## src/rtl/motion_cmd_sequencer.sv

```systemverilog
// Motion command sequencer.
// Decodes SPI command frames into segment FIFO writes, motion/spindle/coolant
// control levels and a per-cycle status byte for the next SPI transfer.
module motion_cmd_sequencer #(
    parameter int unsigned NUM_AXES       = 3,
    parameter int unsigned STEP_WIDTH     = 32,
    parameter int unsigned VELOCITY_WIDTH = 24
) (
    input  logic                                          clk,
    input  logic                                          rst_n,
    input  logic [7:0]                                    rx_data,
    input  logic                                          rx_valid,
    input  logic                                          spi_cs_n,
    output logic [7:0]                                    tx_data,
    output logic                                          seg_wr,
    output logic [NUM_AXES*STEP_WIDTH+4*VELOCITY_WIDTH-1:0] seg_data,
    input  logic                                          fifo_full,
    output logic                                          fifo_flush,
    input  logic                                          step_busy,
    input  logic [NUM_AXES-1:0]                           limit_hit,
    output logic                                          motion_enable,
    output logic                                          spindle_en,
    output logic                                          spindle_dir,
    output logic                                          coolant_mist,
    output logic                                          coolant_flood,
    output logic [15:0]                                   spindle_duty
);

    localparam int unsigned POS_BITS = NUM_AXES * STEP_WIDTH;
    localparam int unsigned SEG_W    = POS_BITS + 4 * VELOCITY_WIDTH;
    localparam int unsigned SHADOW_W = SEG_W - 8;

    localparam logic [7:0] PUSH_LEN    = 8'(SEG_W / 8);
    localparam logic [7:0] SPINDLE_LEN = 8'd3;
    localparam logic [7:0] COOLANT_LEN = 8'd1;

    localparam logic [7:0] OP_NOP         = 8'h00;
    localparam logic [7:0] OP_GET_STATUS  = 8'h01;
    localparam logic [7:0] OP_PUSH_SEG    = 8'h10;
    localparam logic [7:0] OP_START       = 8'h20;
    localparam logic [7:0] OP_PAUSE       = 8'h21;
    localparam logic [7:0] OP_STOP        = 8'h22;
    localparam logic [7:0] OP_SET_SPINDLE = 8'h30;
    localparam logic [7:0] OP_SET_COOLANT = 8'h31;

    typedef enum logic [1:0] {
        ST_IDLE,
        ST_PAYLOAD,
        ST_COMMIT
    } state_t;

    state_t              state;
    logic [7:0]          op;
    logic [7:0]          byte_cnt;
    logic [SHADOW_W-1:0] shadow;
    logic                err_overflow;
    logic                err_unknown;

    logic [7:0]          payload_len;
    logic [SEG_W-1:0]    payload_full;
    logic [SEG_W-1:0]    seg_next;
    logic                byte_strobe;

    assign byte_strobe  = rx_valid && !spi_cs_n;
    // Shadow plus the byte being strobed: the complete MSB-first payload
    // stream at the moment the final byte arrives.
    assign payload_full = {shadow, rx_data};

    // Payload length for the opcode currently being assembled
    always_comb begin
        payload_len = 8'd1;
        case (op)
            OP_PUSH_SEG:    payload_len = PUSH_LEN;
            OP_SET_SPINDLE: payload_len = SPINDLE_LEN;
            OP_SET_COOLANT: payload_len = COOLANT_LEN;
            default:        payload_len = 8'd1;
        endcase
    end

    // Remap the MSB-first stream (pos[0] first, accel last) into the
    // packed segment layout (pos[0] lowest, accel highest).
    always_comb begin
        seg_next = '0;
        for (int unsigned i = 0; i < NUM_AXES; i++) begin
            seg_next[i*STEP_WIDTH +: STEP_WIDTH] =
                payload_full[SEG_W-1-i*STEP_WIDTH -: STEP_WIDTH];
        end
        for (int unsigned j = 0; j < 4; j++) begin
            seg_next[POS_BITS + j*VELOCITY_WIDTH +: VELOCITY_WIDTH] =
                payload_full[(4-j)*VELOCITY_WIDTH-1 -: VELOCITY_WIDTH];
        end
    end

    // Command FSM with all registered outputs and status byte
    always_ff @(posedge clk or negedge rst_n) begin
        if (!rst_n) begin
            state         <= ST_IDLE;
            op            <= '0;
            byte_cnt      <= '0;
            shadow        <= '0;
            err_overflow  <= 1'b0;
            err_unknown   <= 1'b0;
            tx_data       <= '0;
            seg_wr        <= 1'b0;
            seg_data      <= '0;
            fifo_flush    <= 1'b0;
            motion_enable <= 1'b0;
            spindle_en    <= 1'b0;
            spindle_dir   <= 1'b0;
            spindle_duty  <= '0;
            coolant_mist  <= 1'b0;
            coolant_flood <= 1'b0;
        end else begin
            seg_wr     <= 1'b0;
            fifo_flush <= 1'b0;
            tx_data    <= {err_overflow, err_unknown, fifo_full, |limit_hit,
                           step_busy, motion_enable, spindle_en,
                           coolant_flood | coolant_mist};

            case (state)
                ST_IDLE: begin
                    if (byte_strobe) begin
                        op       <= rx_data;
                        byte_cnt <= '0;
                        shadow   <= '0;
                        case (rx_data)
                            OP_NOP: ;
                            // Error sets only originate from opcodes/commits
                            // that cannot share this cycle, so set still wins.
                            OP_GET_STATUS: begin
                                err_overflow <= 1'b0;
                                err_unknown  <= 1'b0;
                            end
                            OP_PUSH_SEG, OP_SET_SPINDLE, OP_SET_COOLANT:
                                state <= ST_PAYLOAD;
                            OP_START: begin
                                if (!(|limit_hit))
                                    motion_enable <= 1'b1;
                            end
                            OP_PAUSE:
                                motion_enable <= 1'b0;
                            OP_STOP: begin
                                motion_enable <= 1'b0;
                                fifo_flush    <= 1'b1;
                            end
                            default:
                                err_unknown <= 1'b1;
                        endcase
                    end
                end

                ST_PAYLOAD: begin
                    if (spi_cs_n) begin
                        state    <= ST_IDLE;
                        byte_cnt <= '0;
                        shadow   <= '0;
                    end else if (rx_valid) begin
                        if (byte_cnt == payload_len - 8'd1) begin
                            // Outputs are registered on the final-byte edge so
                            // they are visible exactly during the COMMIT cycle.
                            state    <= ST_COMMIT;
                            byte_cnt <= '0;
                            shadow   <= '0;
                            case (op)
                                OP_PUSH_SEG: begin
                                    if (!fifo_full) begin
                                        seg_wr   <= 1'b1;
                                        seg_data <= seg_next;
                                    end else begin
                                        err_overflow <= 1'b1;
                                    end
                                end
                                OP_SET_SPINDLE: begin
                                    spindle_en   <= payload_full[16];
                                    spindle_dir  <= payload_full[17];
                                    spindle_duty <= payload_full[15:0];
                                end
                                OP_SET_COOLANT: begin
                                    coolant_mist  <= rx_data[0];
                                    coolant_flood <= rx_data[1];
                                end
                                default: ;
                            endcase
                        end else begin
                            byte_cnt <= byte_cnt + 8'd1;
                            shadow   <= {shadow[SHADOW_W-9:0], rx_data};
                        end
                    end
                end

                ST_COMMIT:
                    state <= ST_IDLE;

                default:
                    state <= ST_IDLE;
            endcase

            // Limit override has the last word over any START this cycle
            if (|limit_hit)
                motion_enable <= 1'b0;
        end
    end

endmodule

```

## config.mk

```make
export PLATFORM = sky130hd
export DESIGN_NAME = motion_cmd_sequencer
export DESIGN_NICKNAME = d
export VERILOG_FILES = /design/src/rtl/motion_cmd_sequencer.sv
export SDC_FILE = /design/constraint.sdc
export NUM_CORES = 1
export LEC_CHECK = 0
export CAP_MARGIN = 20
export CELL_PAD_IN_SITES_DETAIL_PLACEMENT = 1
export CELL_PAD_IN_SITES_GLOBAL_PLACEMENT = 1
export CORE_ASPECT_RATIO = 0.7
export CORE_MARGIN = 10
export CORE_UTILIZATION = 45
export DETAILED_ROUTE_END_ITERATION = 6
export PLACE_DENSITY = 0.81
export RECOVER_POWER = 50
export SETUP_SLACK_MARGIN = 0.5
export SLEW_MARGIN = 20
export SYNTH_ARGS = -nofsm -noshare
export SYNTH_HDL_FRONTEND = slang
export SYNTH_SLANG_ARGS = --single-unit
```

## constraint.sdc

```tcl
create_clock -name clk -period 4.81 [get_ports clk]
set_input_delay 0.481 -clock clk [delete_from_list [all_inputs] [get_ports clk]]
set_output_delay 0.481 -clock clk [all_outputs]
set_load 0.01 [all_outputs]
```

==> metrics.md <==
| Metric | Value |
|---|---|
| Core Box Area | `around 37000 µm²` |
| Post-synth cell types | `45` |
| Min-delay src | `err_unknown` |
| Critical R2R Launch | `op[1]` |
| Number of fill cells | `3750` |
| First-pass iteration count of the detailed router | `5` |
| Util after Layout | `56.2%` |
| Hold Path End | `tx_data[6]` |
| Max-slew violations | `around 120` |
| Rel. slew slack | `-48.1%` |
| Die Area | `45800 µm²` |
| Vias per inst | `5.54` |
| Worst slack at placement | `1190 ps` |
| Port Buf Inserts | `between 200 and 250` |
| Setup TNS Final | `0 ps` |
| Initial DRC Count | `765` |
| Largest family of logic cells by synthesized area | `multiplexers` |
| Post-CTS setup buffers | `0` |
| Synth Area in Compound Gates | `6.85%` |
| Row count | `59` |
| Non-filler cells, final | `2105` |
| Share of the clock period used by the worst path | `73.4%` |
| Worst Slack Setup Final | `1280 ps` |
| Status | `complete, but fails checks` |
| Violated checks | `max-capacitance violations, max-slew violations` |
| Post-Syn Instances | `1395` |
| Reg-to-Reg End | `seg_data[7]` |
| Max incr delay on CP | `~1500 ps` |
| Final hold vios | `0` |
| Worst hold stages | `0` |
| Mux contribution to synthesized area | `between 10 and 15%` |
| Overall routed net length | `around 47000 µm` |
| Synth Area in Adders | `less than 1%` |
| Routed wire per std cell | `22.5 µm` |
| Worst-Skew Late Latency | `550 ps` |
| Startpoint Class | `input port` |
| Area growth syn-to-layout | `23.5%` |
| IO Pins | `240` |
| Worst-Margin Slew | `2220 ps` |
| Setup violators final | `0` |
| GRT overflow | `0` |
| Die Wd | `251 µm` |
| Synth Net Count | `roughly 1400` |
| Post-synth EDFFs | `0` |
| Simple-gate portion of the synthesized area | `11.6%` |
| GPL Wtd Cong | `between 0.7 and 0.8` |
| Peak VDD IR | `between 0.2 and 0.3 mV` |
| Register area share after synthesis | `63.3%` |
| Biggest area consumer among synthesized cells | `dfrtp_1` |
| Synth Flop Type | `dfrtp_1` |
| Netlist area before placement | `around 17000 µm²` |
| Mean area per synthesized cell | `approximately 12 µm²` |
| Worst min path class | `reg2reg` |
| CP max-delay cell | `clkbuf_2` |
| Required time of the critical path | `5150 ps` |
| Die height | `182 µm` |
| Antenna viol nets, final | `0` |
| # clock sinks | `427` |
| CP endpoint kind | `async pin` |
| Clock Skew | `between 15 and 20 ps` |
| Fin Hold WS | `roughly 380 ps` |
| Hold-fix buffers, CTS | `1` |
| Leak | `0.00991 µW` |
| Power Density | `334 nW/µm²` |
| Synth top area cells | `dfrtp_1, mux2_2, nand3_1, o21ai_0, nand2_1` |
| CTS Buf Count | `42` |
| #FFs+latches synth | `427` |
| Initial Util | `a little under half` |
| Worst-path fanout max | `87` |
| CP Class | `in2async` |
| Synth top area share | `approximately 63%` |
| Clock transition at path regs | `60 ps` |
| DRC viols | `0` |
| Max Root-Sink Buffers | `3` |
| H-tree level count | `2` |
| Pin count of the biggest net entering global routing | `between 150 and 200` |
| ANT cells | `0` |
| Root Buffer | `clkbuf_16` |
| Share of layout cells above drive strength 1 | `about a fifth` |
| Post-route minimum period | `~3500 ps` |
| F_max | `about 280 MHz` |
| DR vias | `11667` |
| RSZ-0062 raised after global routing | `false` |
| Yosys Warn Count | `0` |
| R2R setup slack | `1370 ps` |
| Vias in the first global route | `12905` |
| Critical Path AT | `approximately 3900 ps` |
| Commonest non-fill, non-tap cell in the layout | `dfrtp_1` |
| Resize count post-CTS | `0` |
| Nets | `around 1600` |
| GRT Total Usage | `about 20%` |
| R2R depth | `6` |
| Total of max-cap violations | `2` |
| HPWL Detailed | `slightly above 30000 µm` |
| DP Cell Count | `2030` |
| First-pass GRT wire length | `76000 µm` |
| Async set-reset flop share out of synthesis | `100%` |
| Xor/xnor share of the synthesized area | `0%` |
| Most frequent cells in the layout | `dfrtp_1, mux2_2, dlygate4sd3_1, nand2_1, nand3_1` |
| Initial antenna violation count | `0` |
| CP cell instances | `dlygate4sd3_1 -> clkbuf_2 -> clkbuf_1` |
| CTS tree | `done` |
[worst max-delay path, delay by kind of cell]
| kind | cells | cell delay [ps] |
|---|---|---|
| buffers and inverters | 3 | 3370 |
[Yosys cell counts (2+ instances only)]
cell type / count
o2bb2ai_1: 2
nand4_1: 2
mux2_2: 220
buf_2: 2
nor3b_1: 2
nand2_1: 190
o31ai_1: 6
a211oi_1: 2
a21oi_1: 5
nand3_1: 188
nor3_1: 2
o21a_1: 2
or2_2: 4
nor2_1: 5
and3_1: 6
o21ai_0: 187
clkbuf_1: 85
or3_1: 2
buf_6: 18
a31oi_1: 2
and2_1: 4
nor4_1: 4
inv_1: 3
dfrtp_1: 427
nand2b_1: 3
buf_4: 3
[kinds of logic (layout without fill, tap and decap cells)]
kind of cell,after synthesis,in the layout
AOI/OAI and AO/OA,213,213
and+or+nand+nor,422,422
DFF,427,427
adders and majority gates,1,1
buffers and inverters,111,333
muxes,221,221
[report_power, final]
group          internal, µW  switching (µW)
registers              3600            12.8
logic                  39.6             166
clock network          1760            1390
total                  5400            1570
[area by class of cell]
type                    count  area (µm²)  share of cell area (%)
clock inverters            10        61.3                   0.294
multi-input cells         857        5640                    27.1
inverters                   3        11.3                  0.0541
clock buffers              64        1220                    5.88
repair buffers            256        2600                    12.5
well taps                 488         611                    2.93
flip-flops and latches    427       10700                    51.3
[sequential cells by signal, summed over array words and instances (netlist names)]
register       flops
spindle_dir        1
seg_data         192
spindle_en         1
spindle_duty      16
state              2
err_unknown        1
tx_data            8
seg_wr             1
err_overflow       1
op                 8
coolant_mist       1
fifo_flush         1
coolant_flood      1
shadow           184
byte_cnt           8
motion_enable      1
[layer usage]
metal | wire length [µm] | vias to the layer above | track usage [%]
met5 | 0 | - | 0
met4 | 762 | 0 | 4.42
met3 | 2830 | 54 | 5.44
met2 | 23300 | 227 | 34.6
met1 | 20500 | 6148 | 26.3
li1 | - | 5238 | -
[worst max-delay path by stage]
stage / from / endpoint / slack (ps) / cells after the start
5_1_grt: rst_n / seg_data[53] / 660 / 3
3_3_place_gp: spi_cs_n / seg_data[12] / 1320 / 7
2_1_floorplan: op[1] / seg_data[170] / 2200 / 7
3_5_place_dp: spi_cs_n / seg_data[16] / 1190 / 7
6_report: rst_n / seg_data[53] / 1280 / 3
4_1_cts: op[1] / seg_data[7] / 1400 / 6
[metrics by stage]
step	instance area (µm²)	total power (µW)
after detailed placement	19600	3900
after CTS	20900	7050
after global placement	19600	3890
final	20800	6970
after floorplan	16900	3760
after global routing	20800	7220
Note: power is estimated with default switching activity, not from simulation.
